--- config.mk ---
export PLATFORM = sky130hd
export DESIGN_NAME = tinyqv_instr_aligner_flat
export DESIGN_NICKNAME = d
export VERILOG_FILES = /design/src/rtl/tinyqv_instr_aligner_if.sv /design/src/rtl/tinyqv_instr_aligner.sv /design/src/flat_wrapper.sv
export SDC_FILE = /design/constraint.sdc
export NUM_CORES = 1
export LEC_CHECK = 0
export ABC_CLOCK_PERIOD_IN_PS = 4710
export BUFFER_PORTS_ARGS = -buffer_cell sky130_fd_sc_hd__buf_2
export CAP_MARGIN = 0
export CELL_PAD_IN_SITES_DETAIL_PLACEMENT = 1
export CELL_PAD_IN_SITES_GLOBAL_PLACEMENT = 2
export CORE_MARGIN = 5
export CORE_UTILIZATION = 38
export CTS_BUF_LIST = sky130_fd_sc_hd__clkbuf_4 sky130_fd_sc_hd__clkbuf_8
export DETAILED_ROUTE_END_ITERATION = 8
export PLACE_DENSITY = 0.87
export REMOVE_ABC_BUFFERS = 1
export SKIP_CTS_REPAIR_TIMING = 1
export SYNTH_ARGS = -nofsm -noshare
export SYNTH_HDL_FRONTEND = slang
export SYNTH_SLANG_ARGS = --single-unit
export TNS_END_PERCENT = 1
--- constraint.sdc ---
create_clock -name clk -period 4.71 [get_ports clk]
set_input_delay 0.7065 -clock clk [delete_from_list [all_inputs] [get_ports clk]]
set_output_delay 0.7065 -clock clk [all_outputs]
set_load 0.01 [all_outputs]
--- src/rtl/tinyqv_instr_aligner_if.sv ---
// rtl/tinyqv_instr_aligner_if.sv - fetch/decode handshake bundle for the instruction aligner
interface tinyqv_instr_aligner_if #(
    parameter int DEPTH   = 4,
    parameter int PC_BITS = 24
);
    localparam int LW = $clog2(DEPTH + 1);

    logic               flush;
    logic [PC_BITS-2:0] flush_pc;
    logic [15:0]        fetch_data;
    logic               fetch_valid;
    logic               fetch_ready;
    logic [31:0]        instr;
    logic               instr_valid;
    logic [1:0]         instr_len;
    logic               instr_ready;
    logic [PC_BITS-2:0] pc;
    logic [LW-1:0]      level;

    // Fetch unit and decoder side
    modport master (
        output flush, flush_pc, fetch_data, fetch_valid, instr_ready,
        input  fetch_ready, instr, instr_valid, instr_len, pc, level
    );

    // Aligner side
    modport slave (
        input  flush, flush_pc, fetch_data, fetch_valid, instr_ready,
        output fetch_ready, instr, instr_valid, instr_len, pc, level
    );
endinterface

--- src/rtl/tinyqv_instr_aligner.sv ---
// rtl/tinyqv_instr_aligner.sv - halfword buffer presenting aligned 16/32-bit instructions
module tinyqv_instr_aligner #(
    parameter int DEPTH   = 4,
    parameter int PC_BITS = 24
) (
    input  logic                   clk,
    input  logic                   rst,
    tinyqv_instr_aligner_if.slave  bus
);
    localparam int PW = $clog2(DEPTH);
    localparam int LW = $clog2(DEPTH + 1);

    logic [15:0]        mem [DEPTH];
    logic [PW-1:0]      head;
    logic [PW-1:0]      tail;
    logic [PW-1:0]      head_p1;
    logic [LW-1:0]      level;
    logic [PC_BITS-2:0] pc_q;

    logic [15:0]        hw0;
    logic [15:0]        hw1;
    logic [1:0]         len;
    logic               valid;
    logic               ready;
    logic               push;
    logic               pop;
    logic [1:0]         pop_cnt;

    // Window, length decode and handshakes; everything derives from registered state,
    // the level gating hides stale entries left behind by pops and flushes.
    always_comb begin
        head_p1 = head + PW'(1);
        hw0     = 16'h0000;
        hw1     = 16'h0000;
        if (level >= LW'(1)) hw0 = mem[head];
        if (level >= LW'(2)) hw1 = mem[head_p1];
        len     = (hw0[1:0] == 2'b11) ? 2'b10 : 2'b01;
        valid   = ((level >= LW'(1)) && (hw0[1:0] != 2'b11)) || (level >= LW'(2));
        ready   = (level < LW'(DEPTH));
        push    = bus.fetch_valid && ready && !bus.flush;
        pop     = valid && bus.instr_ready && !bus.flush;
        pop_cnt = pop ? len : 2'b00;
    end

    assign bus.fetch_ready = ready;
    assign bus.instr       = {hw1, hw0};
    assign bus.instr_valid = valid;
    assign bus.instr_len   = len;
    assign bus.pc          = pc_q;
    assign bus.level       = level;

    // Buffer, pointers, occupancy and pc; flush wins over any push/pop in the same cycle.
    always_ff @(posedge clk or posedge rst) begin
        if (rst) begin
            for (int i = 0; i < DEPTH; i++) begin
                mem[i] <= 16'h0000;
            end
            head  <= '0;
            tail  <= '0;
            level <= '0;
            pc_q  <= '0;
        end else if (bus.flush) begin
            tail  <= head;
            level <= '0;
            pc_q  <= bus.flush_pc;
        end else begin
            if (push) begin
                mem[tail] <= bus.fetch_data;
                tail      <= tail + PW'(1);
            end
            level <= level + LW'(push) - LW'(pop_cnt);
            head  <= head + PW'(pop_cnt);
            pc_q  <= pc_q + (PC_BITS-1)'(pop_cnt);
        end
    end
endmodule
--- src/flat_wrapper.sv ---
// flat-port wrapper written by rule: the top's interface ports become plain ports
module tinyqv_instr_aligner_flat 
#(
    parameter int DEPTH   = 4,
    parameter int PC_BITS = 24
)
  (clk, rst, bus_flush, bus_flush_pc, bus_fetch_data, bus_fetch_valid, bus_instr_ready, bus_fetch_ready, bus_instr, bus_instr_valid, bus_instr_len, bus_pc, bus_level);
  tinyqv_instr_aligner_if #(.DEPTH(DEPTH), .PC_BITS(PC_BITS)) bus_i ();
  input  logic clk;
  input  logic rst;
  input wire logic [$bits(bus_i.flush)-1:0] bus_flush;
  input wire logic [$bits(bus_i.flush_pc)-1:0] bus_flush_pc;
  input wire logic [$bits(bus_i.fetch_data)-1:0] bus_fetch_data;
  input wire logic [$bits(bus_i.fetch_valid)-1:0] bus_fetch_valid;
  input wire logic [$bits(bus_i.instr_ready)-1:0] bus_instr_ready;
  output wire logic [$bits(bus_i.fetch_ready)-1:0] bus_fetch_ready;
  output wire logic [$bits(bus_i.instr)-1:0] bus_instr;
  output wire logic [$bits(bus_i.instr_valid)-1:0] bus_instr_valid;
  output wire logic [$bits(bus_i.instr_len)-1:0] bus_instr_len;
  output wire logic [$bits(bus_i.pc)-1:0] bus_pc;
  output wire logic [$bits(bus_i.level)-1:0] bus_level;
  assign bus_i.flush = bus_flush;
  assign bus_i.flush_pc = bus_flush_pc;
  assign bus_i.fetch_data = bus_fetch_data;
  assign bus_i.fetch_valid = bus_fetch_valid;
  assign bus_i.instr_ready = bus_instr_ready;
  assign bus_fetch_ready = bus_i.fetch_ready;
  assign bus_instr = bus_i.instr;
  assign bus_instr_valid = bus_i.instr_valid;
  assign bus_instr_len = bus_i.instr_len;
  assign bus_pc = bus_i.pc;
  assign bus_level = bus_i.level;
  tinyqv_instr_aligner #(.DEPTH(DEPTH), .PC_BITS(PC_BITS)) u_core (.clk(clk), .rst(rst), .bus(bus_i));
endmodule
==> key figures <==
Critical path
  – Launch instance of the worst register-to-register path: u_core.head[1]$_DFFE_PP0N_
  – Crit-path slowest cell: dfrtp_2
  – Max stage delay on crit path: 0.62 ns
  – Worst setup path end: u_core.bus.pc[22]$_DFF_PP0_
  – Crit Path Max Fanout: 17
  – Reg2reg setup slack: 1.06 ns
  – Setup CP Type: reg -> reg
  – Source of the critical timing path: u_core.head[1]$_DFFE_PP0N_
  – R2R depth: 11
  – CP Capture Type: flip-flop
  – Reg-to-Reg End: u_core.bus.pc[22]$_DFF_PP0_
  – Crit start category: flip-flop
  – Worst path required time: 5.00 ns
  – Ordered cell list for the critical path: mux2_1, mux2i_1, nand2b_1, inv_2, nor3_1, ha_1, fa_1, nand4_1, or3_1, or4_1, a31oi_1
  – CP arrival: 3.94 ns

Clock tree
  – H-tree depth: 3
  – CTS tree: built
  – Clock transition at path regs: 0.10 ns
  – Clock latency on the worst-skew pair: 0.37 ns
  – Total CTS buffers: 9
  – Bufs on Longest Clock Path: 2
  – CTS root buf: clkbuf_8
  – Clock sink total: 94

Drt
  – Initial drt markers: 116
  – Drt wl/cell: 18.7 um
  – Drt via density: 5.40
  – First-pass DRT Iterations: 4
  – DRC: 0
  – Final WL: 13200 um
  – DRT antenna net count: 0
  – Vias: 3814

Run
  – Max-Cap Viols: 0

Synthesis
  – Mean Syn Cell Area: 12.3 um^2
  – Mapped Cells: 429
  – Largest family of logic cells by synthesized area: multiplexers
  – Prevailing post-synth register cell: dfrtp_1
  – Synth Area in XOR/XNOR: 0.0233
  – Post-Syn Area: 5270 um^2
  – Post-Synth Adder-Cell Area: 0.0313
  – Post-synth top area share: 0.446
  – Fraction of registers with async set/reset: 1.00
  – Area contributors post-synth: dfrtp_1, mux2_1, mux4_2
  – Library cells used by synthesis: 46
  – Sequential area share after synthesis: 0.446
  – Flops & latches, synth: 94
  – Synth Warn #: 0
  – Number of flops mapped to enable cells by yosys: 0
  – Synth Area in Compound Gates: 0.0453
  – Post-synthesis simple-gate area fraction: 0.133
  – Cell taking the most area after synthesis: dfrtp_1
  – Mux cell area share after synthesis: 0.282

Timing
  – Final Max Tran Viols: 0
  – Fmax: 0.274 GHz
  – RSZ-0062 raised after global routing: false
  – Fin crit share: 0.776
  – Max-slew headroom: 0.347
  – Fin Setup TNS: 0 ns
  – Fin. Hold Viols: 0
  – Least-Margin Pin Slew: 0.979 ns
  – Crit path time final: 3.65 ns
  – Worst Clk Skew: 0.0139 ns
  – Endpoints failing setup: 0

Finish
  – Commonest non-fill, non-tap cell in the layout: buf_2
  – Layout area overhead: 16.4%
  – Layout cells sized above 1: 0.319
  – Most frequent cells in the layout: buf_2, dfrtp_1, mux2_1, mux4_2, nand2_1
  – Ant. Diodes: 0
  – # nets final: 577
  – Register area: 2350 um^2
  – Multi-input gate area: 2720 um^2
  – Fill count: 1493
  – Design area: 6140 um^2

Global route
  – Initial antenna violation count: 0
  – Overall routing resource usage: 0.171
  – Vias in the first global route: 4322
  – Global route overflow: 0
  – Largest net degree at the start of global routing: 56
  – First-pass GRT wire length: 22300 um

Die
  – Die width: 128 um
  – Die area: 16300 um^2
  – Core Rows: 43
  – Initial Util: 0.384
  – DIE HEIGHT: 128 um
  – Core ar.: 13700 um^2
  – Io pins: 106

Hold path
  – Hold crit path type: in -> async

Run status
  – Status: finished clean

Place
  – I/O Buffers: 105
  – RePlAce Congestion: 0.765
  – HPWL after DPL: 9560 um
  – DP Area: 5920 um^2

Power
  – Worst VDD drop: 0.000158 V
  – Cell leakage power: 2.74 nW
  – PwrDens: 563 nW/um^2
[layer usage]
layer / track usage / part of all wire
met5: 0 / 0
met4: 0.0506 / 0.012
met3: 0.0296 / 0.048
met2: 0.291 / 0.50
met1: 0.225 / 0.44
[through the flow]
stage / hold slack, ns / total power [mW] / worst slack, ns / cells / utilization
finish: 0.514 / 3.45 / 1.06 / 706 / 0.447
global route: 0.534 / 3.71 / 0.757 / 706 / 0.447
CTS: 0.521 / 3.51 / 1.04 / 706 / 0.447
detailed placement: 0.498 / 2.90 / 1.05 / 690 / 0.431
global placement: 0.479 / 2.80 / 1.19 / 690 / 0.431
floorplan: 0.470 / 2.35 / 0.298 / 400 / -
[final cells by class]
type,count,area share
sequential,94,0.384
inverter,15,0.00938
clock buffer,9,0.0202
clock inverter,7,0.0155
tap,180,0.0367
multi-input combinational,291,0.443
timing repair buffer,110,0.0918
[state kept, by name (all words and copies together) (netlist names)]
name / count
u_core.bus.pc: 23
u_core.tail: 2
u_core.mem: 64
u_core.head: 2
u_core.bus.level: 3
[report_power, final]
part	switching, mW	internal (mW)
Sequential	0.264	1.12
Clock	0.302	0.301
Combinational	0.667	0.795
Total	1.23	2.22
[worst max-delay path, delay by kind of cell (launching register included)]
| kind | cells | cell delay (ns) |
|---|---|---|
| and+or+nand+nor | 5 | 1.63 |
| adders and majority gates | 2 | 0.54 |
| DFF | 1 | 0.62 |
| muxes | 2 | 0.55 |
| AOI/OAI and AO/OA | 1 | 0.17 |
| buffers and inverters | 1 | 0.06 |
[kinds of logic after synthesis]
logic type	Yosys count
flip-flops	94
AO/OA/AOI/OAI	38
buffers and inverters	44
XOR/XNOR	14
AND/OR/NAND/NOR	126
adder cells (fa/ha/maj)	12
multiplexers	101
[worst min path at each step]
stage	from	slack [ns]	endpoint
after floorplan	u_core.mem[21]$_DFFE_PP0P_	0.47	u_core.mem[21]$_DFFE_PP0P_
after global placement	u_core.mem[22]$_DFFE_PP0P_	0.48	u_core.mem[22]$_DFFE_PP0P_
after detailed placement	u_core.mem[31]$_DFFE_PP0P_	0.50	u_core.mem[31]$_DFFE_PP0P_
after CTS	u_core.mem[42]$_DFFE_PP0P_	0.52	u_core.mem[42]$_DFFE_PP0P_
after global routing	bus_flush_pc[4]	0.53	u_core.bus.pc[4]$_DFF_PP0_
final	rst	0.51	u_core.bus.pc[19]$_DFF_PP0_
[synthesized netlist by cell type (all sizes together) (11+ instances only)]
cell type and number:
dfrtp 94, mux2 68, nand2 30, o21ai 15
nor2b 18, nand3 11, nor2 15, buf 19
inv 15, mux4 31, and2 16
No activity file was read; power rests on OpenSTA's default activity.
